File: config.mk
export PLATFORM = sky130hd
export DESIGN_NAME = fetch_unit
export DESIGN_NICKNAME = d
export VERILOG_FILES = /design/src/rtl/riscv_pkg.sv /design/src/rtl/fetch_buffer.sv /design/src/rtl/fetch_unit.sv
export SDC_FILE = /design/constraint.sdc
export NUM_CORES = 1
export LEC_CHECK = 0
export ABC_AREA = 1
export CAP_MARGIN = 20
export CORE_MARGIN = 2
export CORE_UTILIZATION = 40
export DETAILED_ROUTE_END_ITERATION = 16
export MAX_ROUTING_LAYER = met4
export PLACE_DENSITY = 0.66
export SETUP_SLACK_MARGIN = 0.2
export SLEW_MARGIN = 15
export SYNTH_ARGS = -nofsm -noshare
export SYNTH_HDL_FRONTEND = slang
export SYNTH_SLANG_ARGS = --single-unit
export TNS_END_PERCENT = 100
File: constraint.sdc
create_clock -name clk -period 9.5 [get_ports clk]
set_input_delay 1.9 -clock clk [delete_from_list [all_inputs] [get_ports clk]]
set_output_delay 1.9 -clock clk [all_outputs]
set_load 0.01 [all_outputs]
File: src/rtl/riscv_pkg.sv
// Shared RV32 definitions used by the fetch stage and the decoder.
package riscv_pkg;

    localparam logic [6:0] OP_LOAD   = 7'b0000011;
    localparam logic [6:0] OP_STORE  = 7'b0100011;
    localparam logic [6:0] OP_RTYPE  = 7'b0110011;
    localparam logic [6:0] OP_ITYPE  = 7'b0010011;
    localparam logic [6:0] OP_BRANCH = 7'b1100011;

    localparam logic [31:0] NOP     = 32'h00000013;
    localparam logic [31:0] PC_STEP = 32'd4;

    typedef struct packed {
        logic [31:0] instr;
        logic [31:0] pc;
    } fetch_entry_t;

endpackage

File: src/rtl/fetch_buffer.sv
// Small synchronous FIFO holding fetched {instr, pc} entries for decode.
module fetch_buffer #(
    parameter int DEPTH = 2,
    parameter int WIDTH = 64
) (
    input  logic                       i_clk,
    input  logic                       i_rst_n,
    input  logic                       i_push,
    input  logic [WIDTH-1:0]           i_din,
    input  logic                       i_pop,
    input  logic                       i_flush,
    output logic [WIDTH-1:0]           o_dout,
    output logic                       o_full,
    output logic                       o_empty,
    output logic [$clog2(DEPTH+1)-1:0] o_count
);

    localparam int PW = $clog2(DEPTH);
    localparam int CW = $clog2(DEPTH + 1);

    logic [WIDTH-1:0] r_mem [DEPTH];
    logic [PW-1:0]    r_wptr;
    logic [PW-1:0]    r_rptr;
    logic [CW-1:0]    r_count;
    logic             w_do_push;
    logic             w_do_pop;

    assign o_empty = (r_count == '0);
    assign o_full  = (r_count == CW'(DEPTH));
    assign o_count = r_count;
    assign o_dout  = r_mem[r_rptr];

    // A push into a full buffer is accepted only when the head leaves in the same cycle.
    assign w_do_pop  = i_pop && !o_empty;
    assign w_do_push = i_push && (!o_full || w_do_pop);

    always_ff @(posedge i_clk) begin
        if (!i_rst_n || i_flush) begin
            r_wptr  <= '0;
            r_rptr  <= '0;
            r_count <= '0;
        end else begin
            if (w_do_push) r_wptr <= r_wptr + 1'b1;
            if (w_do_pop)  r_rptr <= r_rptr + 1'b1;
            case ({w_do_push, w_do_pop})
                2'b10:   r_count <= r_count + 1'b1;
                2'b01:   r_count <= r_count - 1'b1;
                default: r_count <= r_count;
            endcase
        end
    end

    always_ff @(posedge i_clk) begin
        if (w_do_push) r_mem[r_wptr] <= i_din;
    end

endmodule

File: src/rtl/fetch_unit.sv
// Instruction fetch stage: credit-limited requests to instruction memory,
// in-order response capture into a small buffer, redirect and reset squashing.
module fetch_unit
    import riscv_pkg::*;
#(
    parameter logic [31:0] RESET_PC = 32'h00000000,
    parameter int          DEPTH    = 2
) (
    input  logic        clk,
    input  logic        rst,
    output logic        imem_req,
    output logic [31:0] imem_addr,
    input  logic        imem_rvalid,
    input  logic [31:0] imem_rdata,
    input  logic        PCSrcE,
    input  logic [31:0] PCTargetE,
    input  logic        StallD,
    output logic        ValidD,
    output logic [31:0] InstrD,
    output logic [31:0] PCD,
    output logic [31:0] PCPlus4D
);

    localparam int             CW      = $clog2(DEPTH + 1);
    localparam int             DW      = $clog2(2 * DEPTH + 1);
    localparam logic [CW:0]    DEPTH_C = (CW + 1)'(DEPTH);

    logic [31:0]   r_fetch_pc;
    logic [31:0]   r_resp_pc;
    logic [CW-1:0] r_outstanding;
    logic [DW-1:0] r_drop_cnt;

    logic [31:0]   w_target;
    logic          w_stale;
    logic          w_live;
    logic          w_pop;
    logic [CW:0]   w_used;
    logic [DW-1:0] w_inflight;
    logic          w_buf_full;
    logic          w_buf_empty;
    logic [CW-1:0] w_buf_count;
    fetch_entry_t  w_head;
    fetch_entry_t  w_din;
    logic          w_unused_tgt_lsb;

    assign w_target         = {PCTargetE[31:2], 2'b00};
    assign w_unused_tgt_lsb = ^PCTargetE[1:0];

    // A response is stale if it belongs to a squashed request stream; otherwise it is live.
    assign w_stale = imem_rvalid && ((r_drop_cnt != '0) || PCSrcE);
    assign w_live  = imem_rvalid && !w_stale;

    // Decode handshake: the head is consumed when ValidD=1 and StallD=0 on a rising edge;
    // while StallD=1 the head stays stable. A redirect overrides the consume.
    assign w_pop = rst && !w_buf_empty && !StallD && !PCSrcE;

    // Credits count the slot freed by this cycle's consume, giving one fetch per cycle.
    assign w_used   = {1'b0, w_buf_count} + {1'b0, r_outstanding} - {{CW{1'b0}}, w_pop};
    assign imem_req  = rst && !PCSrcE && (w_used < DEPTH_C);
    assign imem_addr = r_fetch_pc;

    // Every request still in flight, both squashed and live, less one retiring now.
    assign w_inflight = r_drop_cnt + DW'(r_outstanding) - DW'(imem_rvalid);

    assign w_din = '{instr: imem_rdata, pc: r_resp_pc};

    fetch_buffer #(
        .DEPTH (DEPTH),
        .WIDTH ($bits(fetch_entry_t))
    ) u_buf (
        .i_clk   (clk),
        .i_rst_n (rst),
        .i_push  (w_live),
        .i_din   (w_din),
        .i_pop   (w_pop),
        .i_flush (PCSrcE),
        .o_dout  (w_head),
        .o_full  (w_buf_full),
        .o_empty (w_buf_empty),
        .o_count (w_buf_count)
    );

    always_ff @(posedge clk) begin
        if (!rst) begin
            r_fetch_pc    <= RESET_PC;
            r_resp_pc     <= RESET_PC;
            r_outstanding <= '0;
            r_drop_cnt    <= w_inflight;
        end else if (PCSrcE) begin
            r_fetch_pc    <= w_target;
            r_resp_pc     <= w_target;
            r_outstanding <= '0;
            r_drop_cnt    <= w_inflight;
        end else begin
            if (imem_req) r_fetch_pc <= r_fetch_pc + PC_STEP;
            if (w_live)   r_resp_pc  <= r_resp_pc + PC_STEP;
            r_outstanding <= r_outstanding + CW'(imem_req) - CW'(w_live);
            if (w_stale)  r_drop_cnt <= r_drop_cnt - 1'b1;
        end
    end

    assign ValidD   = rst && !w_buf_empty;
    assign InstrD   = rst ? w_head.instr : '0;
    assign PCD      = rst ? w_head.pc : '0;
    assign PCPlus4D = rst ? (w_head.pc + PC_STEP) : '0;

    a_no_push_full: assert property (@(posedge clk) disable iff (!rst)
        !(w_live && w_buf_full));
    a_outstanding_bound: assert property (@(posedge clk) disable iff (!rst)
        {1'b0, r_outstanding} <= DEPTH_C);

endmodule

==> impl_metrics.json <==
{
  "synth_area_per_cell_um2": 7.41,
  "setup_tns_ps": 0,
  "ys_warn_count": 0,
  "grt_pass1_wl_um": 45500,
  "timing.reg2reg.setup_slack_ps": 6200,
  "post-dp-hpwl_um": 20500,
  "antenna_found_initial": 0,
  "clock_skew_ps": 16.2,
  "ir_drop_v": 0.000102,
  "cp_data_required_time_ps": 7600,
  "period_share": 0.811,
  "utilization": 0.512,
  "r2r_start": "u_buf.o_count[0]",
  "cts_resized": 0,
  "slew_violations": 0,
  "period_minus_slack_ps": 7700,
  "grt_usage": 0.210,
  "final_cell_mix": "nand2_1 (448), nor2_1 (266), clkdlybuf4s50_1 (190)",
  "chipHeight_um": 166,
  "rsz0062_at_grt": "no",
  "timing.fmax_ghz": 0.130,
  "placed_cells": 1910,
  "start_util": 0.405,
  "port-buffer-count": 190,
  "ys_ff_latch": 194,
  "hold_class": "reg2reg",
  "cts_buffers": 17,
  "syn_inst": 1422,
  "drtPass1Iterations": 6,
  "finalSetupViolCount": 0,
  "drv_cap": 0,
  "post-cts-setup-buffers": 0,
  "cp-end-kind": "output pin",
  "ctsHoldBuffers": 0,
  "start_kind": "input pin",
  "row_count": 59,
  "ys_types": 37,
  "dpl_cell_area_um2": 12700,
  "vias": 9480,
  "worstPathArrival_ps": 5800,
  "gr-total-overflow": 0,
  "grt_max_degree": 106,
  "diodes": 0,
  "drt_iter0_markers": 645,
  "clockBufferDepth": 2,
  "clk-insertion-delay-late_ps": 440,
  "power_leakage_nw": 5.24,
  "ff2ff_path_depth": 13,
  "power_density_nw_per_um2": 150,
  "status": "finished clean",
  "place_congestion": 0.904,
  "holdWs_ps": 488,
  "critPathKind": "in2out",
  "totalWireLength_um": 28300,
  "maxSlewHeadroom": 0.437,
  "wl_per_cell_um": 14.6,
  "dieArea_um2": 27600,
  "clk_pin_slew_ps": 70,
  "cts_sinks": 194,
  "die_w_um": 166,
  "cp_max_fo": 34,
  "r2r-end": "imem_addr[13]",
  "route.detailed.drc": 0,
  "tightest_slew_ps": 845,
  "first_global_vias": 8959,
  "ys_seq_area_frac": 0.489,
  "final_common_cell": "nand2_1",
  "netlist_area_um2": 10500,
  "drive_gt1_frac": 0.0392,
  "hold_depth": 2,
  "min_from": "u_buf.r_rptr",
  "pin_count": 199,
  "core-area_um2": 26000,
  "hold_viol": 0,
  "viasPerCell": 4.88,
  "fin_cells": 1943,
  "nNetsFinal": 1679,
  "htreeDepth": 4,
  "cts_root_buf": "clkbuf_16",
  "ant_nets": 0,
  "stdcell_area_um2": 13300,
  "cts_tree": "yes",
  "syn_to_final_growth_pct": 26.3
}
-- cell usage after synthesis --
cell / n / area, um^2
o21bai_1: 3 / 22.5
nor2_2: 6 / 37.5
nor2_1: 268 / 1010
or2_2: 3 / 18.8
a31oi_1: 11 / 68.8
buf_4: 10 / 75.1
ha_1: 13 / 163
inv_2: 6 / 22.5
nand4_1: 9 / 56.3
buf_6: 2 / 22.5
buf_1: 1 / 3.75
nand2_1: 448 / 1680
fa_1: 2 / 40.0
o21ai_1: 1 / 5.00
nor2_8: 1 / 20.0
mux2i_1: 2 / 20.0
buf_2: 10 / 50.1
nand2_2: 1 / 6.26
dfxtp_1: 67 / 1340
inv_1: 140 / 526
nand3_1: 76 / 380
o22ai_1: 4 / 25.0
clkbuf_1: 27 / 101
a21oi_1: 64 / 320
o21ai_0: 84 / 420
clkinv_1: 1 / 3.75
nand3b_1: 2 / 15.0
or2_1: 2 / 12.5
conb_1: 1 / 3.75
a211oi_1: 1 / 7.51
a21o_1: 1 / 7.51
nand3_2: 1 / 10.0
a21oi_2: 1 / 8.76
xnor2_1: 6 / 52.6
nor3_1: 3 / 15.0
xor2_1: 17 / 149
edfxtp_1: 127 / 3810
-- power breakdown --
group,switching [mW],total [mW],internal (mW)
registers,0.0358,0.985,0.950
logic,0.176,0.316,0.140
clock network,0.344,0.696,0.352
total,0.556,2.00,1.44
-- sequential cells by signal, summed over array words and instances (netlist names), named ones only --
register,count
r_resp_pc,30
imem_addr,30
u_buf.r_rptr,1
u_buf.r_mem,124
u_buf.r_wptr,1
u_buf.o_count,2
r_outstanding,2
r_drop_cnt,3
-- worst max-delay path by stage --
stage / slack, ps / start / depth (start not counted) / endpoint
floorplan: 3420 / PCSrcE / 12 / imem_req
global placement: 1810 / PCSrcE / 13 / imem_req
detailed placement: 1830 / PCSrcE / 13 / imem_req
CTS: 1820 / PCSrcE / 13 / imem_req
global route: 1500 / PCSrcE / 13 / imem_req
finish: 1800 / PCSrcE / 13 / imem_req
-- critical path, cell delays in order --
cell,delay (ps)
clkdlybuf4s50_1,390
buf_4,260
nor2_8,310
inv_2,130
or2_1,270
a21oi_1,130
ha_1,230
or2_2,300
fa_1,380
xor2_1,180
nand3_2,170
inv_2,470
clkdlybuf4s50_1,650
-- stage by stage --
stage / setup slack, ps / total power, mW
floorplan: 3420 / 1.17
global placement: 1810 / 1.31
detailed placement: 1830 / 1.32
CTS: 1820 / 2.02
global route: 1500 / 2.09
finish: 1800 / 2.00
-- cell families (layout without fill, tap and decap cells) --
kind of cell	after synthesis	count (layout)	share of synthesized area
AND/OR/NAND/NOR	820	820	0.309
XOR/XNOR	23	23	0.0191
adder cells (fa/ha/maj)	15	15	0.0192
multiplexers	2	2	0.00190
AO/OA/AOI/OAI	170	170	0.0841
flip-flops	194	194	0.489
other	1	6	0.000356
buffers and inverters	197	378	0.0764
-- final cells by class --
cell class	instances	area [um^2]
clock inverter	15	158
timing repair buffer	199	1980
fill	2504	12700
clock buffer	17	425
multi-input combinational	1036	4610
tap	335	419
inverter	147	553
sequential	194	5160
-- per-layer routing --
metal / global-route usage / part of all wire / up-vias
met5: - / 0 / -
met4: 0.0592 / 0.019 / 0
met3: 0.0312 / 0.054 / 32
met2: 0.337 / 0.46 / 307
met1: 0.278 / 0.47 / 4258
li1: - / - / 4883
(Power assumes the default switching activity.)
